## src/rtl/dispn_scan_if.sv

```systemverilog
// -----------------------------------------------------------------------------
// dispn_scan_if
// Bundles the application-side and pin-side signals of the multiplexed
// 7-segment display driver.
//
//   data        hex nibbles, digit i = data[4i+3:4i]
//   dp_in       decimal point request per digit (1 = lit)
//   en_in       digit enable per digit (1 = shown)
//   load        one-cycle strobe capturing data/dp_in/en_in into the shadow
//   lzb         leading-zero blanking enable (live)
//   bright      PWM on-time code (live)
//   an          anodes, active low
//   seg         segments gfedcba, active low
//   dp          decimal point, active low
//   pending     shadow holds an uncommitted load
//   frame_done  one-cycle pulse on each commit
//
// master: application / testbench side.  slave: the display driver.
// -----------------------------------------------------------------------------
interface dispn_scan_if #(
    parameter int N_DIGITS = 4,
    parameter int AN_W     = 8,
    parameter int BRIGHT_W = 4
);
    logic [4*N_DIGITS-1:0] data;
    logic [N_DIGITS-1:0]   dp_in;
    logic [N_DIGITS-1:0]   en_in;
    logic                  load;
    logic                  lzb;
    logic [BRIGHT_W-1:0]   bright;
    logic [AN_W-1:0]       an;
    logic [6:0]            seg;
    logic                  dp;
    logic                  pending;
    logic                  frame_done;

    modport master (
        output data, dp_in, en_in, load, lzb, bright,
        input  an, seg, dp, pending, frame_done
    );

    modport slave (
        input  data, dp_in, en_in, load, lzb, bright,
        output an, seg, dp, pending, frame_done
    );
endinterface

```

## src/rtl/dispn_scan.sv

```systemverilog
// -----------------------------------------------------------------------------
// dispn_scan
// N-digit multiplexed 7-segment display driver with per-digit enable and
// decimal point, leading-zero blanking, PWM brightness and an anti-ghosting
// blank guard at the start of every digit dwell. Display contents are double
// buffered: a load fills the shadow, and the shadow is committed to the active
// set only on the last cycle of the last digit, so a frame never tears.
//
// Ports:
//   clk   system clock
//   rst   asynchronous, active-high reset
//   bus   dispn_scan_if.slave (see interface file for signal list)
//
// Parameter constraints: 1 <= N_DIGITS <= AN_W, BRIGHT_W <= DIV_W,
// GUARD < 2**(DIV_W-BRIGHT_W).
// -----------------------------------------------------------------------------
module dispn_scan #(
    parameter int N_DIGITS = 4,
    parameter int AN_W     = 8,
    parameter int DIV_W    = 13,
    parameter int BRIGHT_W = 4,
    parameter int GUARD    = 16
) (
    input  logic         clk,
    input  logic         rst,
    dispn_scan_if.slave  bus
);

    localparam int IDX_W = (N_DIGITS > 1) ? $clog2(N_DIGITS) : 1;
    localparam logic [IDX_W-1:0] LAST_IDX = IDX_W'(N_DIGITS - 1);
    localparam logic [DIV_W-1:0] GUARD_C  = DIV_W'(GUARD);

    // Active-low segment patterns, seg[6:0] = gfedcba.
    function automatic logic [6:0] decode(input logic [3:0] nib);
        logic [6:0] s;
        case (nib)
            4'h0: s = 7'h40;
            4'h1: s = 7'h79;
            4'h2: s = 7'h24;
            4'h3: s = 7'h30;
            4'h4: s = 7'h19;
            4'h5: s = 7'h12;
            4'h6: s = 7'h02;
            4'h7: s = 7'h78;
            4'h8: s = 7'h00;
            4'h9: s = 7'h10;
            4'hA: s = 7'h08;
            4'hB: s = 7'h03;
            4'hC: s = 7'h46;
            4'hD: s = 7'h21;
            4'hE: s = 7'h06;
            default: s = 7'h0E;
        endcase
        return s;
    endfunction

    // Scan state
    logic [DIV_W-1:0]      divcnt_q, divcnt_d;
    logic [IDX_W-1:0]      idx_q, idx_d;

    // Shadow and active display contents
    logic [4*N_DIGITS-1:0] shadow_data_q, shadow_data_d;
    logic [N_DIGITS-1:0]   shadow_dp_q, shadow_dp_d;
    logic [N_DIGITS-1:0]   shadow_en_q, shadow_en_d;
    logic [4*N_DIGITS-1:0] active_data_q, active_data_d;
    logic [N_DIGITS-1:0]   active_dp_q, active_dp_d;
    logic [N_DIGITS-1:0]   active_en_q, active_en_d;
    logic                  pending_q, pending_d;
    logic                  frame_done_q, frame_done_d;

    // Registered pin outputs
    logic [AN_W-1:0]       an_q, an_d;
    logic [6:0]            seg_q, seg_d;
    logic                  dp_q, dp_d;

    logic                  commit;
    logic                  lit;
    logic [3:0]            cur_nibble;
    logic [N_DIGITS-1:0]   blank;

    // Leading-zero blanking: walk from the most significant digit down,
    // remembering whether any enabled digit above held a nonzero nibble.
    // Disabled digits never set that flag, so they cannot stop blanking.
    always_comb begin : lzb_blk
        logic nz_above;
        // NOTE: every combinational output gets a default first so no path
        // leaves it unassigned, which would otherwise infer a latch.
        blank    = '0;
        nz_above = 1'b0;
        for (int i = N_DIGITS - 1; i >= 0; i--) begin
            if (bus.lzb && (i > 0) && (active_data_q[4*i +: 4] == 4'h0) && !nz_above)
                blank[i] = 1'b1;
            if (active_en_q[i] && (active_data_q[4*i +: 4] != 4'h0))
                nz_above = 1'b1;
        end
    end

    always_comb begin
        // Scan counters
        divcnt_d = divcnt_q + DIV_W'(1);
        idx_d    = idx_q;
        if (&divcnt_q)
            idx_d = (idx_q == LAST_IDX) ? '0 : idx_q + IDX_W'(1);

        // Commit only on the very last cycle of the last digit's dwell.
        commit = (&divcnt_q) && (idx_q == LAST_IDX) && pending_q;

        active_data_d = commit ? shadow_data_q : active_data_q;
        active_dp_d   = commit ? shadow_dp_q   : active_dp_q;
        active_en_d   = commit ? shadow_en_q   : active_en_q;

        shadow_data_d = bus.load ? bus.data  : shadow_data_q;
        shadow_dp_d   = bus.load ? bus.dp_in : shadow_dp_q;
        shadow_en_d   = bus.load ? bus.en_in : shadow_en_q;

        // A load on the commit cycle keeps pending set for the next frame.
        pending_d    = bus.load | (pending_q & ~commit);
        frame_done_d = commit;

        // Pin outputs for the current (divcnt, idx), registered below.
        cur_nibble = active_data_q[4*idx_q +: 4];
        lit = (divcnt_q >= GUARD_C)
           && (divcnt_q[DIV_W-1 -: BRIGHT_W] <= bus.bright)
           && active_en_q[idx_q]
           && !blank[idx_q];

        an_d  = lit ? ~(AN_W'(1) << idx_q) : '1;
        seg_d = lit ? decode(cur_nibble)   : 7'h7F;
        dp_d  = lit ? ~active_dp_q[idx_q]  : 1'b1;
    end

    // NOTE: sequential state uses non-blocking assignments so every register
    // samples the pre-edge values regardless of statement order.
    always_ff @(posedge clk or posedge rst) begin
        if (rst) begin
            divcnt_q      <= '0;
            idx_q         <= '0;
            // NOTE: the content registers are reset too: an all-zero enable
            // mask is what keeps the display dark until the first commit.
            shadow_data_q <= '0;
            shadow_dp_q   <= '0;
            shadow_en_q   <= '0;
            active_data_q <= '0;
            active_dp_q   <= '0;
            active_en_q   <= '0;
            pending_q     <= 1'b0;
            frame_done_q  <= 1'b0;
            an_q          <= '1;
            seg_q         <= 7'h7F;
            dp_q          <= 1'b1;
        end else begin
            divcnt_q      <= divcnt_d;
            idx_q         <= idx_d;
            shadow_data_q <= shadow_data_d;
            shadow_dp_q   <= shadow_dp_d;
            shadow_en_q   <= shadow_en_d;
            active_data_q <= active_data_d;
            active_dp_q   <= active_dp_d;
            active_en_q   <= active_en_d;
            pending_q     <= pending_d;
            frame_done_q  <= frame_done_d;
            an_q          <= an_d;
            seg_q         <= seg_d;
            dp_q          <= dp_d;
        end
    end

    assign bus.an         = an_q;
    assign bus.seg        = seg_q;
    assign bus.dp         = dp_q;
    assign bus.pending    = pending_q;
    assign bus.frame_done = frame_done_q;

endmodule

```

## src/flat_wrapper.sv

```systemverilog
// flat-port wrapper written by rule: the top's interface ports become plain ports
module dispn_scan_flat 
#(
    parameter int N_DIGITS = 4,
    parameter int AN_W     = 8,
    parameter int DIV_W    = 13,
    parameter int BRIGHT_W = 4,
    parameter int GUARD    = 16
)
  (clk, rst, bus_data, bus_dp_in, bus_en_in, bus_load, bus_lzb, bus_bright, bus_an, bus_seg, bus_dp, bus_pending, bus_frame_done);
  dispn_scan_if #(.N_DIGITS(N_DIGITS), .AN_W(AN_W), .BRIGHT_W(BRIGHT_W)) bus_i ();
  input  logic clk;
  input  logic rst;
  input wire logic [$bits(bus_i.data)-1:0] bus_data;
  input wire logic [$bits(bus_i.dp_in)-1:0] bus_dp_in;
  input wire logic [$bits(bus_i.en_in)-1:0] bus_en_in;
  input wire logic [$bits(bus_i.load)-1:0] bus_load;
  input wire logic [$bits(bus_i.lzb)-1:0] bus_lzb;
  input wire logic [$bits(bus_i.bright)-1:0] bus_bright;
  output wire logic [$bits(bus_i.an)-1:0] bus_an;
  output wire logic [$bits(bus_i.seg)-1:0] bus_seg;
  output wire logic [$bits(bus_i.dp)-1:0] bus_dp;
  output wire logic [$bits(bus_i.pending)-1:0] bus_pending;
  output wire logic [$bits(bus_i.frame_done)-1:0] bus_frame_done;
  assign bus_i.data = bus_data;
  assign bus_i.dp_in = bus_dp_in;
  assign bus_i.en_in = bus_en_in;
  assign bus_i.load = bus_load;
  assign bus_i.lzb = bus_lzb;
  assign bus_i.bright = bus_bright;
  assign bus_an = bus_i.an;
  assign bus_seg = bus_i.seg;
  assign bus_dp = bus_i.dp;
  assign bus_pending = bus_i.pending;
  assign bus_frame_done = bus_i.frame_done;
  dispn_scan #(.N_DIGITS(N_DIGITS), .AN_W(AN_W), .DIV_W(DIV_W), .BRIGHT_W(BRIGHT_W), .GUARD(GUARD)) u_core (.clk(clk), .rst(rst), .bus(bus_i));
endmodule
```

## config.mk

```make
export PLATFORM = sky130hd
export DESIGN_NAME = dispn_scan_flat
export DESIGN_NICKNAME = d
export VERILOG_FILES = /design/src/rtl/dispn_scan_if.sv /design/src/rtl/dispn_scan.sv /design/src/flat_wrapper.sv
export SDC_FILE = /design/constraint.sdc
export NUM_CORES = 1
export LEC_CHECK = 0
export ABC_AREA = 1
export BUFFER_PORTS_ARGS = -buffer_cell sky130_fd_sc_hd__clkbuf_2
export CELL_PAD_IN_SITES_DETAIL_PLACEMENT = 0
export CELL_PAD_IN_SITES_GLOBAL_PLACEMENT = 1
export CORE_MARGIN = 5
export CORE_UTILIZATION = 46
export DETAILED_ROUTE_END_ITERATION = 7
export PLACE_DENSITY_LB_ADDON = 0.1
export REMOVE_ABC_BUFFERS = 1
export SKIP_LAST_GASP = 1
export SYNTH_ARGS = -nofsm -noshare
export SYNTH_HDL_FRONTEND = slang
export SYNTH_SLANG_ARGS = --single-unit
export TNS_END_PERCENT = 5
```

## constraint.sdc

```tcl
create_clock -name clk -period 4.5 [get_ports clk]
set_input_delay 0.225 -clock clk [delete_from_list [all_inputs] [get_ports clk]]
set_output_delay 0.225 -clock clk [all_outputs]
set_load 0.05 [all_outputs]
```

# Word level (Yosys, flattened, before mapping)
# Memories as Yosys holds them, arrays and structs flattened.
# Index checks and enable logic that the tools add are counted.
# op_classes
n_addsub	2
order_cmp	3
n_eq_ne	1
shift	2
mux	15
bitwise_logic	5
n_reduce_logical	21
# ops
op	n
$shiftx A16 B5 Y4	1
$add A13 B1 Y13 const B	1
$ge A13 B5 Y1 const B	1
$reduce_and A13 Y1	1
$logic_and A1 B1 Y1	12
$logic_not A4 Y1	3
$mux W1	9
$mux W8	1
$not A8 Y8	1
$reduce_bool A4 Y1	2
$shl A1 B2 Y8 const A	1
$mux W7	1
$bmux W1 S2	3
$le A4 B4 Y1	1
$logic_not A1 Y1	3
$lt A2 B3 Y1 const B	1
$add A2 B1 Y2 const B	1
$eq A2 B2 Y1 const B	1
$mux W2	1
$not A1 Y1	2
$and A1 B1 Y1	1
$or A1 B1 Y1	1
# word_totals
ff_bits	81
romBits	112
out_inout_bits	18
elab_cells	63
memories	1
# mem_list
name	depth	word_bits	rd	rd_clocked_by_memory_dff	write_ports	line_no	source
(name not given)	16	7	1	0	0	dispn_scan.sv:36	case (nib)

# Longest topological paths before layout
# logic_depth
depth_word	12
ltp_mapped	14

# Least setup slack after synthesis
# No wires, ideal clock.
# synth_path
path_type	flip-flop to flip-flop
start	reg u_core.idx_q[0]
end	reg u_core.seg_q[0], in the netlist u_core.bus.seg[0]
setup_time_ns	0.060
t_arrival_ns	1.670
t_required_ns	4.440
path_slack_ns	2.770
path_stages_with_launch	15
n_path_buf	2
path_cell_list	dfrtp_1 > buf_2 > inv_2 > buf_4 > nand2_1 > nand3_1 > nand2_1 > inv_1 > ha_1 > nand3_1 > nand2_1 > nand2_1 > nand2_1 > inv_1 > nand2_1
# synth_between
elab_chain_cells	5
elab_cells_between_ends	10
# synth_lines
element	line_no	source
from (decl)	dispn_scan.sv:59	logic [IDX_W-1:0] idx_q, idx_d;
from (signal assigned)	dispn_scan.sv:153	idx_q <= idx_d;
branches (longest 4 deep; another with $mem_v2 Z16 W7)	-	
$mux W7 (*)	dispn_scan.sv:128	seg_d = lit ? decode(cur_nibble) : 7'h7F;
named net u_core.seg_d[0]	dispn_scan.sv:73	logic [6:0] seg_q, seg_d;
to (signal assigned)	dispn_scan.sv:163	seg_q <= seg_d;
to (decl)	dispn_scan.sv:73	
# Mark *: on every way through the listed nets, which the timed path passes. The select of a mux whose other input is x is not followed.
# A chain may end at the register's enable or synchronous reset.

# Worst setup path in the final report
# Ends and elaborated chain as after synthesis.

==> results.md <==
- Detail Placement HPWL: 5100 um
- Placement-stage cell area: 0.00400 sq mm
- Iter 0 DRT Violations: 131
- Worst Setup End Kind: flop
- Unique cell type count in the Yosys netlist: 30
- P&R area growth vs syn: 12.9%
- Place WS: 2.28 ns
- Synth area leaders: dfrtp_1 43%, nand2_1 21%, dfstp_2 8.4%
- Dominant synthesized flop cell: dfrtp_1
- Top cell type's share of synthesized area: 43.3%
- Critical Path Source: u_core.idx_q[0]$_DFFE_PP0N_
- Worst-path fanout max: 20
- Initial DRT Pass Iterations: 4
- Avg Inst Size Synth: 8.35 sq um
- Crit share post-route: 49.9%
- Slew of the pin with the lowest slew margin: 0.791 ns
- Sequential fraction of the synthesis area: 51.7%
- CP Launch Type: flop
- #FFs+latches synth: 77
- Number of I/O pins: 50
- Mapped cell area: 0.00376 sq mm
- Worst vdd ir: 0.195 mV
- Worst Path Required: 4.76 ns
- CTS Hold Bufs: 0
- CTS sink count: 77
- I/O Buffers: 45
- Slew Viols, Final: 0
- Layout cells sized above 1: 20.3%
- Pwr dens: 333 mW/mm^2
- Fill cells: 820
- Crit Path Category: flop to flop
- DR vias/cell: 4.61
- Setup TNS: 0 ns
- TritonCTS clock tree: done
- Outcome: complete, no violations
- Post-Route WL: 7140 um
- Initial antenna violation count: 0
- Gpl congestion: 0.778
- Worst-Skew Late Latency: 0.35 ns
- All-Layer GR Usage: 15.6%
- Final worst slack: 2.25 ns
- CTS Buffer Depth: 2
- Biggest area consumer among synthesized cells: dfrtp_1
- Fin nets: 540
- Core Footprint: 0.00809 sq mm
- Post-synth top cells: 206 x nand2_1, 65 x dfrtp_1, 26 x nand3_1
- # rows: 33
- Via count: 2775
- Drt drc: 0
- Syn Inst Count: 450
- First-pass GRT wire length: 12600 um
- Reg2reg start: u_core.idx_q[0]$_DFFE_PP0N_
- Clock skew: 0.0130 ns
- Final setup vio count: 0
- Cts repair resizes: 0
- Die H: 100 um
- Die ar.: 0.0101 sq mm
- Root Driver: clkbuf_8
- Hold_ws: 0.00270 ns
- Most common cell in the netlist: nand2_1
- RSZ-0062 raised after global routing: false
- Antenna viol nets, final: 0
- Total power: 1.41 mW
- H-tree depth: 3
- Largest net degree at the start of global routing: 41
- Asr flop ratio synth: 100%
- Drt wl/cell: 11.9 um
- Die Span X: 100 um
- Clock transition at path regs: 0.09 ns
- Pleak: 2.33 nW
- Final Instance Area: 0.00424 sq mm
- Min Tclk post-route: 2.25 ns
- Postcts setup bufs: 0
- Initial Util: 46.4%
- Maxcap violations: 0
- Final hold violations: 0
- Syn. warnings: 0
- Number of synthesized flops with an enable pin: 0
- Slew margin rel.: 47.2%
- Crit path arrival time: 2.50 ns
- GR Overflow Total: 0
- Min-delay worst type: primary input to async pin
- Num CTS Buffers: 9
- N_diodes: 0
- Fmax: 445 MHz
- Vias in the first global route: 2722
[critical path, cell delays in order, from the launching register on]
cell     delay, ns
dfrtp_1       0.73
inv_2         0.23
nand2_1       0.11
nand3_1       0.06
nand2_1       0.22
inv_1         0.12
ha_1          0.26
nand3_1       0.13
nand2_1       0.07
nand2_1       0.06
nand2_1       0.06
inv_1         0.04
nand2_1       0.04
[cells in the final DEF (no fill, tap or decap)]
| master | synthesis | routed |
|---|---|---|
| nand2_1 | 206 | 206 |
| dfrtp_1 | 65 | 65 |
| clkbuf_2 | 0 | 45 |
| nand3_1 | 26 | 26 |
| inv_1 | 25 | 24 |
| nor2_1 | 22 | 22 |
| nand2_2 | 21 | 21 |
| ha_1 | 16 | 16 |
| dfstp_2 | 12 | 12 |
| clkbuf_8 | 0 | 9 |
| o21ai_0 | 6 | 6 |
| xor2_1 | 5 | 5 |
| xnor2_1 | 4 | 4 |
| nor3_1 | 4 | 4 |
| a21oi_1 | 4 | 4 |
| conb_1 | 1 | 4 |
| inv_2 | 2 | 3 |
| nand4_1 | 3 | 3 |
| bufinv_16 | 0 | 3 |
| clkbuf_1 | 5 | 2 |
| clkinv_1 | 1 | 1 |
| nor2_4 | 1 | 1 |
| nand2_4 | 1 | 1 |
| nor2_8 | 1 | 1 |
| nand3_4 | 1 | 1 |
| inv_4 | 1 | 1 |
| o21bai_1 | 1 | 1 |
| o21ai_1 | 1 | 1 |
| o211ai_1 | 1 | 1 |
| o22ai_1 | 1 | 1 |
| clkinv_4 | 0 | 1 |
| inv_6 | 0 | 1 |
| buf_4 | 6 | 1 |
[cells by family after synthesis]
| logic type | share of synthesized area (%) |
|---|---|
| compound gates | 2.03 |
| other cells | 0.0998 |
| flops | 51.7 |
| simple gates | 32.4 |
| fa+ha+maj | 5.33 |
| buf+inv | 6.39 |
| xor+xnor | 2.10 |
[final timing paths]
path	end	depth (start not counted)	slack, ns
worst max-delay path	u_core.bus.seg[0]$_DFF_PP1_	12	2.25
max in group asynchronous	u_core.bus.seg[0]$_DFF_PP1_	3	3.48
worst max register to register	u_core.bus.seg[0]$_DFF_PP1_	12	2.25
worst min-delay path	u_core.shadow_dp_q[2]$_DFFE_PP0P_	2	0.003
worst min register to register	u_core.shadow_en_q[2]$_DFFE_PP0P_	2	0.48
min in group clk	u_core.shadow_data_q[7]$_DFFE_PP0P_	3	0.07
[flip-flops by register name, summed over array words and instances, names as in the netlist]
name and flops:
u_core.active_data_q 16, u_core.shadow_data_q 16, u_core.divcnt_q 13, u_core.bus.seg 7
u_core.active_dp_q 4, u_core.active_en_q 4, u_core.bus.an 4, u_core.shadow_dp_q 4
u_core.shadow_en_q 4, u_core.idx_q 2, u_core.bus.dp 1, u_core.bus.frame_done 1
u_core.bus.pending 1
[cell type report]
class | instances | area (sq um) | share of cell area, %
clock buffers | 11 | 131 | 3.10
clock inverters | 5 | 108 | 2.54
inverters | 29 | 111 | 2.62
multi-input cells | 329 | 1590 | 37.4
flip-flops and latches | 77 | 1940 | 45.8
well taps | 105 | 131 | 3.10
repair buffers | 46 | 233 | 5.49
[report_power, final]
| part | internal, mW | switching (mW) |
|---|---|---|
| Sequential | 0.711 | 0.0124 |
| Clock | 0.372 | 0.257 |
| Combinational | 0.0203 | 0.0416 |
| Total | 1.10 | 0.311 |
[stage by stage]
stage                     utilization (%)  cells
after floorplan                         -    435
after global placement               49.5    586
after detailed placement             49.5    586
after CTS                            52.4    602
after global routing                 52.4    602
final                                52.4    602
[metal layers]
metal  track usage, %  up-vias  part of all wire (%)
met5                0        -                     0
met4             4.97        0                   1.2
met3             3.82        9                   4.4
met2             25.0       44                    46
met1             20.9     1264                    48
li1                 -     1458                     -
Power figures use the tool's default switching activity.
